<file path="src/rtl/imem_loader_pkg.sv">
// Shared definitions for the UART instruction-memory loader: RX FSM states,
// 8N1 framing constants and the little-endian byte-lane mapping.
package imem_loader_pkg;

    typedef enum logic [1:0] {
        RX_IDLE  = 2'd0,
        RX_START = 2'd1,
        RX_DATA  = 2'd2,
        RX_STOP  = 2'd3
    } rx_state_e;

    localparam int   DATA_BITS   = 8;
    localparam logic IDLE_LEVEL  = 1'b1;
    localparam logic START_LEVEL = 1'b0;
    localparam logic STOP_LEVEL  = 1'b1;

    localparam int BYTES_PER_WORD = 4;
    localparam int LANE_W         = 8;

    // Byte index 0 lands in bits [7:0], index 3 in bits [31:24].
    function automatic int lane_lsb(input logic [1:0] idx);
        return int'(idx) * LANE_W;
    endfunction

endpackage

</file>
<file path="src/rtl/imem_loader_if.sv">
// Byte stream from the UART receiver to the word assembler.
// Handshake: byte_valid and frame_err are one-cycle strobes with no ready;
// the consumer must take byte_data in the cycle byte_valid is high.
interface imem_loader_if;
    import imem_loader_pkg::*;

    logic                 byte_valid;
    logic [DATA_BITS-1:0] byte_data;
    logic                 frame_err;
    rx_state_e            state;

    modport master (output byte_valid, output byte_data, output frame_err, output state);
    modport slave  (input  byte_valid, input  byte_data, input  frame_err, input  state);

endinterface

</file>
<file path="src/rtl/imem_loader_uart_rx_byte.sv">
// 8N1 UART byte receiver: 2-flop synchronizer, mid-bit sampling, one-cycle
// byte_valid on a good stop bit and one-cycle frame_err on a bad one.
module uart_rx_byte
    import imem_loader_pkg::*;
#(
    parameter int DIV = 868
) (
    input  logic          clk,
    input  logic          rstn,
    input  logic          rx_i,
    input  logic          en_i,
    imem_loader_if.master byte_o
);

    localparam int HALF  = DIV / 2;
    localparam int CNT_W = (DIV > 2) ? $clog2(DIV) : 1;

    logic                 sync1_q, sync2_q, prev_q;
    rx_state_e            state_q, state_d;
    logic [CNT_W-1:0]     cnt_q, cnt_d;
    logic [2:0]           bit_q, bit_d;
    logic [DATA_BITS-1:0] shift_q, shift_d;
    logic                 valid_q, valid_d;
    logic                 ferr_q, ferr_d;

    always_ff @(posedge clk or negedge rstn) begin
        if (!rstn) begin
            sync1_q <= IDLE_LEVEL;
            sync2_q <= IDLE_LEVEL;
            prev_q  <= IDLE_LEVEL;
            state_q <= RX_IDLE;
            cnt_q   <= '0;
            bit_q   <= '0;
            shift_q <= '0;
            valid_q <= 1'b0;
            ferr_q  <= 1'b0;
        end else begin
            sync1_q <= rx_i;
            sync2_q <= sync1_q;
            prev_q  <= sync2_q;
            state_q <= state_d;
            cnt_q   <= cnt_d;
            bit_q   <= bit_d;
            shift_q <= shift_d;
            valid_q <= valid_d;
            ferr_q  <= ferr_d;
        end
    end

    always_comb begin
        state_d = state_q;
        cnt_d   = cnt_q + CNT_W'(1);
        bit_d   = bit_q;
        shift_d = shift_q;
        valid_d = 1'b0;
        ferr_d  = 1'b0;
        case (state_q)
            RX_IDLE: begin
                cnt_d = '0;
                if (en_i && prev_q && (sync2_q == START_LEVEL)) begin
                    state_d = RX_START;
                end
            end
            RX_START: begin
                // A line that is high again at mid-start is a glitch, not a frame.
                if (cnt_q == CNT_W'(HALF - 1)) begin
                    cnt_d = '0;
                    bit_d = '0;
                    state_d = (sync2_q == START_LEVEL) ? RX_DATA : RX_IDLE;
                end
            end
            RX_DATA: begin
                if (cnt_q == CNT_W'(DIV - 1)) begin
                    cnt_d   = '0;
                    shift_d = {sync2_q, shift_q[DATA_BITS-1:1]};
                    bit_d   = bit_q + 3'd1;
                    if (bit_q == 3'(DATA_BITS - 1)) begin
                        state_d = RX_STOP;
                    end
                end
            end
            RX_STOP: begin
                if (cnt_q == CNT_W'(DIV - 1)) begin
                    cnt_d   = '0;
                    state_d = RX_IDLE;
                    if (sync2_q == STOP_LEVEL) begin
                        valid_d = 1'b1;
                    end else begin
                        ferr_d = 1'b1;
                    end
                end
            end
            default: state_d = RX_IDLE;
        endcase
    end

    assign byte_o.byte_valid = valid_q;
    assign byte_o.byte_data  = shift_q;
    assign byte_o.frame_err  = ferr_q;
    assign byte_o.state      = state_q;

endmodule

</file>
<file path="src/rtl/imem_loader.sv">
// Loads 32-bit instruction words received over UART into instruction memory,
// little-endian, at consecutive word addresses while load_en is high.
module imem_loader
    import imem_loader_pkg::*;
#(
    parameter int CLK_HZ = 100000000,
    parameter int BAUD   = 115200,
    parameter int ADDR_W = 6
) (
    input  logic              clk,
    input  logic              rstn,
    input  logic              uart_rx,
    input  logic              load_en,
    output logic              we_o,
    output logic [ADDR_W-1:0] waddr_o,
    output logic [31:0]       wdata_o,
    output logic              cpu_hold_o,
    output logic              busy_o,
    output logic              done_o,
    output logic              frame_err_o,
    output logic [ADDR_W:0]   word_cnt_o
);

    localparam int DIV = CLK_HZ / BAUD;
    localparam logic [ADDR_W:0] FULL = {1'b1, {ADDR_W{1'b0}}};

    imem_loader_if rxb ();

    uart_rx_byte #(.DIV(DIV)) u_rx (
        .clk    (clk),
        .rstn   (rstn),
        .rx_i   (uart_rx),
        .en_i   (load_en),
        .byte_o (rxb)
    );

    logic              load_q;
    logic [1:0]        idx_q, idx_d;
    logic [31:0]       word_q, word_d;
    logic              we_q, we_d;
    logic [ADDR_W-1:0] waddr_q, waddr_d;
    logic [31:0]       wdata_q, wdata_d;
    logic [ADDR_W:0]   cnt_q, cnt_d;
    logic              done_q, done_d;
    logic              ferr_q, ferr_d;
    logic              load_rise, load_fall;

    assign load_rise = load_en & ~load_q;
    assign load_fall = ~load_en & load_q;

    always_ff @(posedge clk or negedge rstn) begin
        if (!rstn) begin
            load_q  <= 1'b0;
            idx_q   <= '0;
            word_q  <= '0;
            we_q    <= 1'b0;
            waddr_q <= '0;
            wdata_q <= '0;
            cnt_q   <= '0;
            done_q  <= 1'b0;
            ferr_q  <= 1'b0;
        end else begin
            load_q  <= load_en;
            idx_q   <= idx_d;
            word_q  <= word_d;
            we_q    <= we_d;
            waddr_q <= waddr_d;
            wdata_q <= wdata_d;
            cnt_q   <= cnt_d;
            done_q  <= done_d;
            ferr_q  <= ferr_d;
        end
    end

    always_comb begin
        idx_d   = idx_q;
        word_d  = word_q;
        we_d    = 1'b0;
        waddr_d = waddr_q;
        wdata_d = wdata_q;
        cnt_d   = cnt_q;
        done_d  = done_q;
        ferr_d  = ferr_q;
        // A new load session wins over anything arriving in the same cycle.
        if (load_rise) begin
            idx_d  = '0;
            word_d = '0;
            cnt_d  = '0;
            done_d = 1'b0;
            ferr_d = 1'b0;
        end else begin
            if (load_fall) begin
                idx_d  = '0;
                word_d = '0;
            end
            if (rxb.frame_err) begin
                ferr_d = 1'b1;
            end
            if (rxb.byte_valid && load_en) begin
                word_d[lane_lsb(idx_q) +: LANE_W] = rxb.byte_data;
                if (idx_q == 2'(BYTES_PER_WORD - 1)) begin
                    idx_d = '0;
                    // Once memory is full, words are still framed but dropped.
                    if (!done_q) begin
                        we_d    = 1'b1;
                        waddr_d = cnt_q[ADDR_W-1:0];
                        wdata_d = word_d;
                        cnt_d   = cnt_q + (ADDR_W + 1)'(1);
                        done_d  = (cnt_d == FULL);
                    end
                end else begin
                    idx_d = idx_q + 2'd1;
                end
            end
        end
    end

    assign we_o        = we_q;
    assign waddr_o     = waddr_q;
    assign wdata_o     = wdata_q;
    assign cpu_hold_o  = load_q;
    assign busy_o      = (rxb.state != RX_IDLE);
    assign done_o      = done_q;
    assign frame_err_o = ferr_q;
    assign word_cnt_o  = cnt_q;

endmodule

</file>
<file path="config.mk">
export PLATFORM = sky130hd
export DESIGN_NAME = imem_loader
export DESIGN_NICKNAME = d
export VERILOG_FILES = /design/src/rtl/imem_loader_pkg.sv /design/src/rtl/imem_loader_if.sv /design/src/rtl/imem_loader_uart_rx_byte.sv /design/src/rtl/imem_loader.sv
export SDC_FILE = /design/constraint.sdc
export NUM_CORES = 1
export LEC_CHECK = 0
export ABC_CLOCK_PERIOD_IN_PS = 2600
export BUFFER_PORTS_ARGS = -buffer_cell sky130_fd_sc_hd__buf_2
export CAP_MARGIN = 20
export CORE_MARGIN = 2
export CORE_UTILIZATION = 57
export DETAILED_ROUTE_END_ITERATION = 12
export PLACE_DENSITY = 0.74
export SLEW_MARGIN = 20
export SYNTH_ARGS = -nofsm -noshare
export SYNTH_HDL_FRONTEND = slang
export SYNTH_SLANG_ARGS = --single-unit
</file>
<file path="constraint.sdc">
create_clock -name clk -period 2.6 [get_ports clk]
set_input_delay 0 -clock clk [delete_from_list [all_inputs] [get_ports clk]]
set_output_delay 0 -clock clk [all_outputs]
set_load 0.1 [all_outputs]
</file>
### Yosys cells after proc, flatten, opt, wreduce, memory -nomap -nowiden

Index checks and enable logic that the tools add are counted.

| storage, ports and cells | value |
|---|---|
| bits in registers | 111 |
| input bits | 4 |
| output and inout port bits | 50 |
| word-level logic and storage cells | 105 |

| operators by class | value |
|---|---|
| $add $sub $neg | 5 |
| eq/ne operators | 14 |
| shift-type cells | 2 |
| multiplexer cells | 42 |
| bitwise gates (word level) | 7 |
| reduce and logical (&&, ||, !) cells | 17 |

Operators by type and width:

| kind | count |
|---|---|
| $mux 32 | 4 |
| $neg 5->33 | 1 |
| $shift 8x33->32 const A | 1 |
| $shiftx 8x33->32 | 1 |
| $bwmux 32 | 1 |
| $pmux 10 s3 | 1 |
| $mux 7 | 4 |
| $mux 10 | 2 |
| $mux 2 | 10 |
| $mux 1 | 16 |
| $ne 2x1->1 const B | 6 |
| $add 10x1->10 const B | 1 |
| $eq 10x10->1 const B | 1 |
| $eq 10x9->1 const B | 1 |
| $reduce_bool 2->1 | 5 |
| $pmux 2 s4 | 1 |
| $add 7x1->7 const B | 1 |
| $eq 7x7->1 const B | 1 |
| $eq 2x2->1 const B | 3 |
| $mux 3 | 2 |
| $pmux 3 s2 | 1 |
| $reduce_and 3->1 | 2 |
| $not 1->1 | 5 |
| $reduce_and 5->1 | 1 |
| 11 further kinds | 15 |

### Logic depth before layout (Yosys ltp)

Gate-level depths: netlist (run 1).

| logic depth | value |
|---|---|
| depth after elaboration | 7 |
| depth in mapped cells | 8 |

### By module

Synthesis (run 1) repeated with hierarchy kept, for this count alone.

| second synthesis, totals | value |
|---|---|
| cell total of the unflattened synthesis | 501 |
| area total of the unflattened synthesis | 5338.9 µm² |

By module, submodules not included:

| module | instances | cells each | area an instance (µm²) | seq. area each (µm²) |
|---|---|---|---|---|
| imem_loader | 1 | 395 | 4058.9 | 2077.0 |
| uart_rx_byte | 1 | 106 | 1280.0 | 704.4 |

### Worst setup path before layout (run 1)

No wires, ideal clock.

| timing | value |
|---|---|
| path kind | reg-to-reg |
| from | reg load_q (netlist: cpu_hold_o) |
| to | reg wdata_q[29] (netlist: wdata_o[29]) |
| setup time | 0.136 ns |
| arrival | 1.944 ns |
| data required time | 2.464 ns |
| slack | 0.520 ns |
| cell stages (with the launch flop) | 9 |
| path through | dfrtp_1 > inv_1 > ha_1 > clkbuf_1 > inv_1 > nand2_1 > clkbuf_1 > nand2_1 > o21ai_0 |

| on the way | value |
|---|---|
| cells in the longest elaborated chain, start to end | 4 |
| elaborated cells between the ends (all ways) | 8 |
| those cells by class | 3 x mux; 4 x bitwise; 1 x reduce/logical |

Ends and longest elaborated chain:

| what | line | text |
|---|---|---|
| start, declared | imem_loader.sv:37 | `logic load_q;` |
| start signal, assigned | imem_loader.sv:63 | `load_q <= load_en;` |
| $and 1x1->1 / $not 1->1 (equally long branches) | imem_loader.sv:49, imem_loader.sv:48 |  |
| $mux 32 / $and 1x1->1 (equally long branches) | imem_loader.sv:92, imem_loader.sv:48 |  |
| $mux 32 / $not 1->1 (equally long branches) | - |  |
| $bwmux 32 / $reduce_and 4->1 (equally long branches) | - |  |
| end signal, assigned | imem_loader.sv:68 | `wdata_q <= wdata_d;` |
| end, declared | imem_loader.sv:42 | `logic [31:0] wdata_q, wdata_d;` |

Parallel ways exist; a longest one is shown, timed or not. The select of a mux whose other input is x is not followed.
A chain may end at the register's enable or synchronous reset.

### Worst setup path after layout (run 1)

| timing | value |
|---|---|
| from | reg idx_q[0] |
| to | reg word_q[14] |

| on the way | value |
|---|---|
| cells in the longest elaborated chain, start to end | 5 |
| elaborated cells between the ends (all ways) | 6 |
| those cells by class | 1 x add/sub; 2 x shift; 3 x mux |

Ends and longest elaborated chain:

| what | line | text |
|---|---|---|
| start, declared | imem_loader.sv:38 | `logic [1:0] idx_q, idx_d;` |
| start signal, assigned | imem_loader.sv:64 | `idx_q <= idx_d;` |
| $neg 5->33 (*) | imem_loader.sv:100 | `word_d[lane_lsb(idx_q) +: LANE_W] = rxb.byte_data;` |
| $shiftx 8x33->32 / $shift 8x33->32 (equally long branches) | imem_loader.sv:100 |  |
| $bwmux 32 (*) | imem_loader.sv:100 |  |
| $mux 32 (*) | imem_loader.sv:99 | `if (rxb.byte_valid && load_en) begin` |
| $mux 32 (*) | imem_loader.sv:85 | `if (load_rise) begin` |
| net word_d[14] | imem_loader.sv:39 | `logic [31:0] word_q, word_d;` |
| end signal, assigned | imem_loader.sv:65 | `word_q <= word_d;` |
| end, declared | imem_loader.sv:39 |  |

The timed path passes the listed nets; every way through them passes the cells marked *.

==> results of run 1 <==
[Yosys cell counts, types with 2 or more instances]
library cell  count  area (um^2)
o2bb2ai_1         4         35.0
buf_1             7         26.3
nand3_1          14         70.1
inv_1             9         33.8
a21oi_1          36          180
nor3b_1          33          248
nor2_1           53          199
xor2_1            6         52.6
nand4b_1          3         26.3
xnor2_1          11         96.3
ha_1             13          163
nand2b_1          3         18.8
nor3_1            8         40.0
o21a_1            2         15.0
mux2i_1           2         20.0
and3_1            4         25.0
nor2b_1           3         18.8
dfstp_2           3         78.8
nor4bb_1          2         20.0
a32oi_1          30          263
o21ai_0          33          165
nand4_1           5         31.3
dfrtp_1         108         2700
and4b_1           2         20.0
nand2_1          63          236
clkbuf_1         33          124
mux2_2            8         90.1
[sequential cells by signal, indices dropped and copies added (netlist names), 2 cells and up, named ones only]
signal	flops
idx_q	2
u_rx.bit_q	3
u_rx.byte_o.byte_data	8
u_rx.cnt_q	10
waddr_o	6
wdata_o	32
word_cnt_o	7
word_q	32
[stage by stage]
step | cells | worst slack [ps] | util
floorplan | 513 | 520 | -
global placement | 642 | 534 | 0.626
detailed placement | 642 | 374 | 0.626
CTS | 661 | 312 | 0.650
global route | 661 | 50.1 | 0.650
finish | 661 | 267 | 0.650
[layout make-up]
type	instances	area, um^2	share of cell area
clock inverters	3	26.3	0.00461
flip-flops and latches	111	2780	0.488
multi-input cells	351	2160	0.380
inverters	9	33.8	0.00593
well taps	108	135	0.0237
repair buffers	66	398	0.0698
clock buffers	13	159	0.0279
[power by group through the flow]
stage	Clock, mW	Sequential (mW)	Combinational [mW]
5_1_grt	1.06	1.82	0.255
4_1_cts	0.999	1.81	0.226
3_5_place_dp	0	1.84	0.222
6_report	0.963	1.81	0.222
3_3_place_gp	0	1.84	0.214
2_1_floorplan	0	1.83	0.157
[what timing repair did]
item	in CTS	in global routing
hold buffers	3	0
endpoints found under the setup margin	0	0
hold endpoints to repair	51	0
[cells by family (layout without fill, tap and decap cells)]
kind of cell	count (synthesis)	after routing
adders and majority gates	13	13
DFF	111	111
and+or+nand+nor	202	202
buffers and inverters	51	91
xor gates and xnor gates	17	17
muxes	10	10
AOI/OAI and AO/OA	109	109
[worst paths after layout]
kind / startpoint / endpoint / slack, ps / depth (start not counted)
setup / recovery: idx_q[0] / word_q[14] / 270 / 6
hold / removal: rstn / waddr_o[4] / 190 / 2
setup reg to reg: idx_q[0] / word_q[14] / 270 / 6
hold reg to reg: u_rx.sync1_q / u_rx.sync2_q / 360 / 0
max in group asynchronous: rstn / word_q[5] / 1670 / 3
min in group clk: uart_rx / u_rx.sync1_q / 280 / 2
[per-layer routing]
layer | global-route usage | routed length (um) | vias up | part of all wire
li1 | - | - | 1863 | -
met1 | 0.322 | 5090 | 1929 | 0.47
met2 | 0.369 | 5060 | 119 | 0.47
met3 | 0.0312 | 468 | 18 | 0.043
met4 | 0.0832 | 197 | 0 | 0.018
met5 | 0 | 0 | - | 0
[worst max-delay path, delay by kind of cell, from the launching register on]
family / cells / cell delay, ps
AOI/OAI and AO/OA: 1 / 130
and+or+nand+nor: 3 / 1050
DFF: 1 / 530
adders and majority gates: 1 / 420
buffers and inverters: 1 / 150
==> impl_results.md, run 1 <==
* Via density at roughly 5.9
* DRC viols at 0
* Post-synth EDFFs at 0
* Worst vdd ir at 0.000374 V
* Crit path cell chain: inv_1 > ha_1 > and4b_1 > nor2b_1 > a32oi_1 > nor2_1
* Post-Synthesis Cells at 513
* Layout fillers at 715
* CTS Buf Count at 9
* Max H-tree Level at 3
* Leak at 2.71 nW
* Syn avg cell area at 10.0 um^2
* Most frequent cells in the layout: dfrtp_1, nand2_1, nor2_1
* Clk_lat worst skew at 360 ps
* Crit Path Category: register to register
* Post-synthesis adder-cell area fraction at 0.0316
* Post-DP HPWL at 7.15 mm
* Root Driver: clkbuf_8
* Share of layout cells above drive strength 1 at 0.172
* Die Wd at roughly 99 um
* Async S/R FF share, synth at 1.00
* CP startpoint kind: register
* Slew Limit Fails at 0
* Tightest Pin Transition at roughly 650 ps
* CTS Sinks at 111
* Final wirelength at around 11 mm
* Rows at 34
* Setup violators final at 0
* Drt pass-1 iters at 5
* Gr usage total at 0.229
* Simple-Gate Fraction of Synth Area at 0.202
* Clock slew seen by the registers of the worst setup and hold paths at 100 ps
* GRT overflow at 0
* Hold crit path type: primary input to asynchronous set/reset pin
* Worst hold slack at 188 ps
* Status: finished clean
* CTS tree: done
* Commonest non-fill, non-tap cell in the layout: dfrtp_1
* Post-synthesis register bit count at 111
* Fin crit share at 0.897
* Mux contribution to synthesized area at 0.0214
* Vias at around 3900
* Cell area after synthesis at 5150 um^2
* Initial Util at 0.588
* Pwr Total at 3.00 mW
* Unrepaired setup endpoints after global routing: no
* Clock share of power at 0.321
* Worst slew margin at 0.568
* Post-synthesis sequential area ratio at 0.540
* Final ANT Viol Nets at 0
* Period minus WS final at 2330 ps
* FMAX at 0.429 GHz
* Initial antenna violation count at 0
* # diodes at 0
* Vias in the first global route at 3757
* Die height at 99.1 um
* Critical Path AT at 2620 ps
* # IOs at 54
* Power Internal at 2.24 mW
* Max clock buf depth at 2
* Worst-path maximum fanout at 11
* CP endpoint kind: register
* Post-CTS Setup Bufs at 0
* Number of port buffers at 53
* Post-CTS sizing at 0
* Max stage delay on crit path at approximately 530 ps
* Xor/xnor cell area share of the yosys netlist at 0.0289
* Fin area at 5700 um^2
* Syn_nets at 530
* Compound-gate portion of the synthesized area at 0.136
* Final hold vios at 0
* CP max stage cell: dfrtp_1
* Routed len/inst at between 15 and 20 um
* First-pass GRT wire length at 18.1 mm
* CORE AREA at roughly 8800 um^2
* Post-route setup TNS at 0 ps
* Switching part of the total at 0.254
* Largest family of logic cells by synthesized area: simple AND/OR/NAND/NOR gates
* CP Data Required Time at 2890 ps
* Synth Flop Type: dfrtp_1
* Ys Warns at 0
* Part of the power in registers at 0.604
* Placed Area at around 5500 um^2
* DIE AREA at just under 10000 um^2
* GP Congestion at 0.804
* Unique masters post-synth at 42
* Synth-to-Final Area Change at 10.6%
* Logic pwr share at 0.074
* Skew final at 10.2 ps
* Pwr per Cell Area at 526 nW/um^2
* Switching power at 0.761 mW
* Max cap viols at 0
* First-iteration detailed-routing DRC count at ~180
* Nets@finish at 565
* Largest net degree at the start of global routing at 55
(Power assumes the default switching activity.)
==> inputs of run 2 (changes only) <==
--- a/config.mk
+++ b/config.mk
@@ -5,10 +5,10 @@
 export SDC_FILE = /design/constraint.sdc
 export NUM_CORES = 1
 export LEC_CHECK = 0
-export ABC_CLOCK_PERIOD_IN_PS = 2600
+export ABC_CLOCK_PERIOD_IN_PS = 2440
 export BUFFER_PORTS_ARGS = -buffer_cell sky130_fd_sc_hd__buf_2
 export CAP_MARGIN = 20
-export CORE_MARGIN = 2
+export CORE_MARGIN = 3
 export CORE_UTILIZATION = 57
 export DETAILED_ROUTE_END_ITERATION = 12
 export PLACE_DENSITY = 0.74
@@ -16,3 +16,4 @@
 export SYNTH_ARGS = -nofsm -noshare
 export SYNTH_HDL_FRONTEND = slang
 export SYNTH_SLANG_ARGS = --single-unit
+export TNS_END_PERCENT = 100
==> constraint.sdc (replaced) <==
create_clock -name clk -period 2.44 [get_ports clk]
set_input_delay 0 -clock clk [delete_from_list [all_inputs] [get_ports clk]]
set_output_delay 0 -clock clk [all_outputs]
set_load 0.1 [all_outputs]
==> run 2 against run 1 <==
  * Cell count up 0.15%
  * Via count shrank 1.7%
  * Final area is 0.33% higher
  * Critical path depth stayed put
  * Critical endpoint is now word_q[15]
  * Fmax increased by 9.9%
  * Non-clock buffer count increased by 1
==> impl_results.md, run 2 (synthesis results as in run 1) <==
* CTS Buf Count at 9 (unchanged)
* Status: finished clean
* Critical Path AT at 2420 ps (-200 ps)
* Largest net degree at the start of global routing at 72 (+31%)
* Crit Path Category: register to register
* FMAX at 0.471 GHz (+9.9%)
* CP startpoint kind: register
* Max H-tree Level at 3 (unchanged)
* Fin area at 5720 um^2 (+0.33%)
* Post-DP HPWL at 7.03 mm (-1.7%)
* Share of layout cells above drive strength 1 at 0.177 (+0.00511)
* Initial antenna violation count at 0 (unchanged)
* Routed len/inst at 16.1 um (-1.3%)
* Clk_lat worst skew at 360 ps (about the same)
* Vias at 3861 (-1.7%)
* Period minus WS final at 2120 ps (-209 ps)
* Setup violators final at 0 (unchanged)
* Placed insts at 643 (+0.16%)
* CTS tree: done
* Synth-to-Final Area Change at 11.0%
* Drt pass-1 iters at 5 (unchanged)
* Clock slew seen by the registers of the worst setup and hold paths at 100 ps (about the same)
* Post-route setup TNS at 0 ps (unchanged)
* Gr usage total at 0.214 (-0.0150)
* # IOs at 54 (unchanged)
* DIE AREA at 10200 um^2 (+4.1%)
* R2R depth at 6 (unchanged)
* Rows at 34 (unchanged)
* Fin crit share at 0.871 (-0.0269)
* Post-CTS Setup Bufs at 0 (unchanged)
* Logic pwr share at 0.072 (-0.002)
* Most frequent cells in the layout: dfrtp_1, nand2_1, nor2_1
* Number of port buffers at 53 (unchanged)
* First-pass GRT wire length at 17.6 mm (-2.7%)
* Placed Area at 5490 um^2 (+0.14%)
* Leak at 2.71 nW (+0.25%)
* Commonest non-fill, non-tap cell in the layout: dfrtp_1
* Die Wd at 101 um (+2.0%)
* Tightest Pin Transition at 556 ps (-92.8 ps)
* Max cap viols at 0 (unchanged)
* Power Internal at 2.41 mW (+7.6%)
* First-iteration detailed-routing DRC count at 206 (+17%)
* Final ANT Viol Nets at 0 (unchanged)
* Slew Limit Fails at 0 (unchanged)
* Skew final at 10.9 ps (+0.690 ps)
* Layout fillers at 732 (+2.4%)
* Vias in the first global route at 3623 (-3.6%)
* Final wirelength at 10.7 mm (-1.2%)
* # diodes at 0 (unchanged)
* Part of the power in registers at 0.600 (-0.004)
* Die height at 101 um (+2.0%)
* Pwr per Cell Area at 563 nW/um^2 (+6.9%)
* Unrepaired setup endpoints after global routing: no
* Max clock buf depth at 2 (unchanged)
* Worst-path maximum fanout at 11 (unchanged)
* Initial Util at 0.588 (unchanged)
* CORE AREA at 8760 um^2 (unchanged)
* CP Data Required Time at 2730 ps (-160 ps)
* Worst slew margin at 0.629 (+0.0611)
* Switching part of the total at 0.252 (-0.00230)
* Sequential Area at 2780 um^2 (unchanged)
* Worst vdd ir at 0.000342 V (-8.6%)
* CP endpoint kind: register
* Final hold vios at 0 (unchanged)
* Multi-input gate area in the final layout at 2170 um^2 (+0.12%)
* Hold crit path type: primary input to asynchronous set/reset pin
* DRC viols at 0 (unchanged)
* Via density at 5.83 (-1.9%)
* Nets@finish at 566 (+0.18%)
* Final std cells w/o fill at 662 (+0.15%)
* Root Driver: clkbuf_8
* CTS Sinks at 111 (unchanged)
* Clock share of power at 0.329 (+0.008)
* Switching power at 0.810 mW (+6.3%)
* GP Congestion at 0.787 (-2.2%)
* GRT overflow at 0 (unchanged)
## run 2: cell types whose count changed in the layout (fill, tap and decap cells not counted), sizes merged
cell,before,now
clkinvlp,0,1
buf,63,64
clkinv,2,1
## run 2: path summary, 6_finish.rpt
check | start | to | slack, ps
worst min register to register | u_rx.sync1_q | u_rx.sync2_q | 360
max in group asynchronous | rstn | u_rx.sync2_q | 1500
worst max-delay path | idx_q[0] | word_q[15] | 320
worst max register to register | idx_q[0] | word_q[15] | 320
min in group clk | uart_rx | u_rx.sync1_q | 290
worst min-delay path | rstn | waddr_o[0] | 140
## run 2: repair_timing
item | 4_1_cts | 5_1_grt
endpoints found under the setup margin | 0 | 1
hold buffers | 3 | 0
hold endpoints to repair | 42 | 0
resized for setup | 0 | 1
## run 2: critical path: stages, from the launching register on
cell and delay (ps):
dfrtp_1 530, inv_1 160, ha_1 420, and4b_1 240, nor2b_1 480, a32oi_1 120, nor2_1 110
## run 2: per-layer routing
metal,vias to the layer above,track usage,share of wire
li1,1862,-,-
met3,13,0.0277,0.042
met2,108,0.339,0.48
met4,0,0.0613,0.011
met5,-,0,0
met1,1878,0.312,0.46
## run 2: layout make-up
class,count,area share
sequential,111,0.487
multi-input combinational,351,0.379
timing repair buffer,67,0.0709
clock buffer,13,0.0296
tap,108,0.0236
inverter,9,0.00591
clock inverter,3,0.00438
## run 2: power groups by stage
stage	Sequential, mW	Clock, mW	Combinational (mW)
after floorplan	1.95	0	0.168
after global placement	1.96	0	0.228
after detailed placement	1.97	0	0.231
after CTS	1.93	1.08	0.236
after global routing	1.94	1.15	0.261
final	1.93	1.06	0.231
## run 2: metrics by stage
step,hold WS [ps],worst slack (ps),util,power [mW]
6_report,143,316,0.652,3.22
5_1_grt,200,29.0,0.652,3.35
4_1_cts,162,240,0.652,3.25
3_5_place_dp,14.2,239,0.626,2.20
3_3_place_gp,11.0,405,0.626,2.19
2_1_floorplan,-296,360,-,2.12
==> inputs of run 3 (changes only) <==
--- a/config.mk
+++ b/config.mk
@@ -10,8 +10,10 @@
 export CAP_MARGIN = 20
 export CORE_MARGIN = 3
 export CORE_UTILIZATION = 57
+export CTS_BUF_LIST = sky130_fd_sc_hd__clkbuf_2 sky130_fd_sc_hd__clkbuf_4 sky130_fd_sc_hd__clkbuf_8
 export DETAILED_ROUTE_END_ITERATION = 12
 export PLACE_DENSITY = 0.74
+export RECOVER_POWER = 50
 export SLEW_MARGIN = 20
 export SYNTH_ARGS = -nofsm -noshare
 export SYNTH_HDL_FRONTEND = slang
==> run 3 against run 2 <==
  * Global-route usage is the same
  * First-iteration DRC count shrank 2.4%
  * Total power grew 0.25%
  * Clock skew grew 0.88 ps
  * Hold slack gained 140 ps
  * Die area is the same
  * Wire length shrank 1.0%
  * Clock-buffer cell count is the same
  * Critical path type unchanged
  * Highest routed layer unchanged
==> impl_results.md, run 3 (synthesis results as in run 1) <==
* Clk_lat worst skew at 360 ps (about the same)
* Worst vdd ir at 0.000343 V (+0.36%)
* Worst Path Buf+Inv at 1 (unchanged)
* Post-CTS Setup Bufs at 0 (unchanged)
* R2R depth at 6 (unchanged)
* Largest net degree at the start of global routing at 72 (unchanged)
* # IOs at 54 (unchanged)
* Logic pwr share at 0.070 (-0.002)
* Switching part of the total at 0.251 (-0.000509)
* Die Wd at 101 um (unchanged)
* GP Congestion at 0.787 (unchanged)
* CTS Buf Count at 9 (unchanged)
* Nets@finish at 566 (unchanged)
* Switching power at 0.810 mW (about the same)
* First-iteration detailed-routing DRC count at 201 (-2.4%)
* Max clock buf depth at 2 (unchanged)
* Hold depth at 2
* Period minus WS final at 2130 ps (+6.67 ps)
* RR Endpoint: word_q[15]
* GRT overflow at 0 (unchanged)
* FMAX at 0.469 GHz (-0.31%)
* CP delay by family, top: simple AND/OR/NAND/NOR gates
* Post-DP HPWL at 7.03 mm (unchanged)
* Routed len/inst at 16.0 um (-1.0%)
* CTS Sinks at 111 (unchanged)
* Clock share of power at 0.332 (+0.003)
* CORE AREA at 8760 um^2 (unchanged)
* Slew Limit Fails at 0 (unchanged)
* Fin crit share at 0.873 (+0.00273)
* Final hold vios at 0 (unchanged)
* Fin area at 5680 um^2 (-0.68%)
* DIE AREA at 10200 um^2 (unchanged)
* CTS tree: done
* Critical Path AT at 2420 ps (about the same)
* Vias in the first global route at 3623 (unchanged)
* Skew final at 11.7 ps (+0.881 ps)
* Crit Path Category: register to register
* WP depth at 6 (unchanged)
* Share of layout cells above drive strength 1 at 0.137 (-0.0397)
* Gr usage total at 0.214 (unchanged)
* Flop2flop setup slack at 310 ps (about the same)
* Initial antenna violation count at 0 (unchanged)
* Die height at 101 um (unchanged)
* Reg-to-reg startpoint: idx_q[0]
* Pwr per Cell Area at 568 nW/um^2 (+0.94%)
* Status: finished clean
* # diodes at 0 (unchanged)
* Leak at 2.62 nW (-3.6%)
* CP endpoint: word_q[15]
* Crit path cell chain: inv_1 > ha_1 > and4b_1 > nor2b_1 > a32oi_1 > nor2_1
* Post-route setup TNS at 0 ps (unchanged)
* Vias at 3861 (unchanged)
* Max H-tree Level at 3 (unchanged)
* Max cap viols at 0 (unchanged)
* First-pass GRT wire length at 17.6 mm (unchanged)
* CP startpoint kind: register
* Via density at 5.83 (unchanged)
* Placed Area at 5490 um^2 (unchanged)
* Setup violators final at 0 (unchanged)
* Max stage delay on crit path at 530 ps (about the same)
* Worst-path maximum fanout at 11 (unchanged)
* Part of the power in registers at 0.598 (-0.002)
* Tightest Pin Transition at 1170 ps (+613 ps)
* CP max stage cell: dfrtp_1
* Worst slew margin at 0.225 (-0.404)
* Drt pass-1 iters at 5 (unchanged)
* DRC viols at 0 (unchanged)
* Unrepaired setup endpoints after global routing: no
* Number of port buffers at 53 (unchanged)
* Commonest non-fill, non-tap cell in the layout: dfrtp_1
* Most frequent cells in the layout: dfrtp_1, nand2_1, nor2_1
* CP endpoint kind: register
* Util after Layout at 0.648 (-0.00443)
* Power Internal at 2.41 mW (+0.32%)
* Rows at 34 (unchanged)
* Synth-to-Final Area Change at 10.2%
* Final wirelength at 10.6 mm (-1.0%)
* Initial Util at 0.588 (unchanged)
* Root Driver: clkbuf_8
* Hold crit path type: primary input to register
* CP Data Required Time at 2730 ps (about the same)
* Final ANT Viol Nets at 0 (unchanged)
* Clock slew seen by the registers of the worst setup and hold paths at 100 ps (about the same)
* Crit path launch: idx_q[0]
* Pwr Total at 3.22 mW (+0.25%)
run 3: cell types whose count changed in the layout (fill, tap and decap cells not counted), sizes merged:
cell	delta
clkbuf	+24
buf	-24
run 3: repair_timing:
| item | in CTS | in global routing |
|---|---|---|
| hold buffers | 3 | 0 |
| endpoints found under the hold margin | 42 | 0 |
| gates resized for setup | 0 | 1 |
| setup endpoints to repair | 0 | 1 |
run 3: worst min path at each step:
stage	slack, ps	from	endpoint
after CTS	160	rstn	waddr_o[0]
after floorplan	-300	rstn	asynchronous set/reset pin
after detailed placement	10	rstn	waddr_o[0]
final	290	uart_rx	u_rx.sync1_q
after global routing	270	uart_rx	u_rx.sync1_q
after global placement	10	rstn	waddr_o[0]
run 3: power by group through the flow:
stage                     clock network [mW]  logic (mW)  registers, mW
after floorplan                            0       0.168           1.95
final                                   1.07       0.226           1.93
after global routing                    1.16       0.257           1.94
after CTS                               1.09       0.236           1.93
after global placement                     0       0.228           1.96
after detailed placement                   0       0.231           1.97
run 3: worst register-to-register path: stages (launching register included):
cell and delay (ps):
dfrtp_1 530, inv_1 160, ha_1 420, and4b_1 240
nor2b_1 480, a32oi_1 120, nor2_1 120
run 3: area by class of cell:
type / count / area [um^2]
clock buffer: 13 / 173
clock inverter: 3 / 25.0
fill: 751 / 3090
inverter: 9 / 33.8
multi-input combinational: 351 / 2170
sequential: 111 / 2780
tap: 108 / 135
timing repair buffer: 67 / 363
run 3: per-stage QoR:
stage                     hold WS [ps]  instances  setup slack [ps]
after floorplan                   -296        513               360
after global placement            11.0        643               405
after detailed placement          14.2        643               239
after CTS                          162        662               240
after global routing               274        662              29.0
final                              288        662               309
run 3: routing by layer:
layer,up-vias,part of all wire,track usage
li1,1862,-,-
met1,1880,0.45,0.312
met2,108,0.48,0.339
met3,11,0.062,0.0277
met4,0,0.010,0.0613
met5,-,0,0
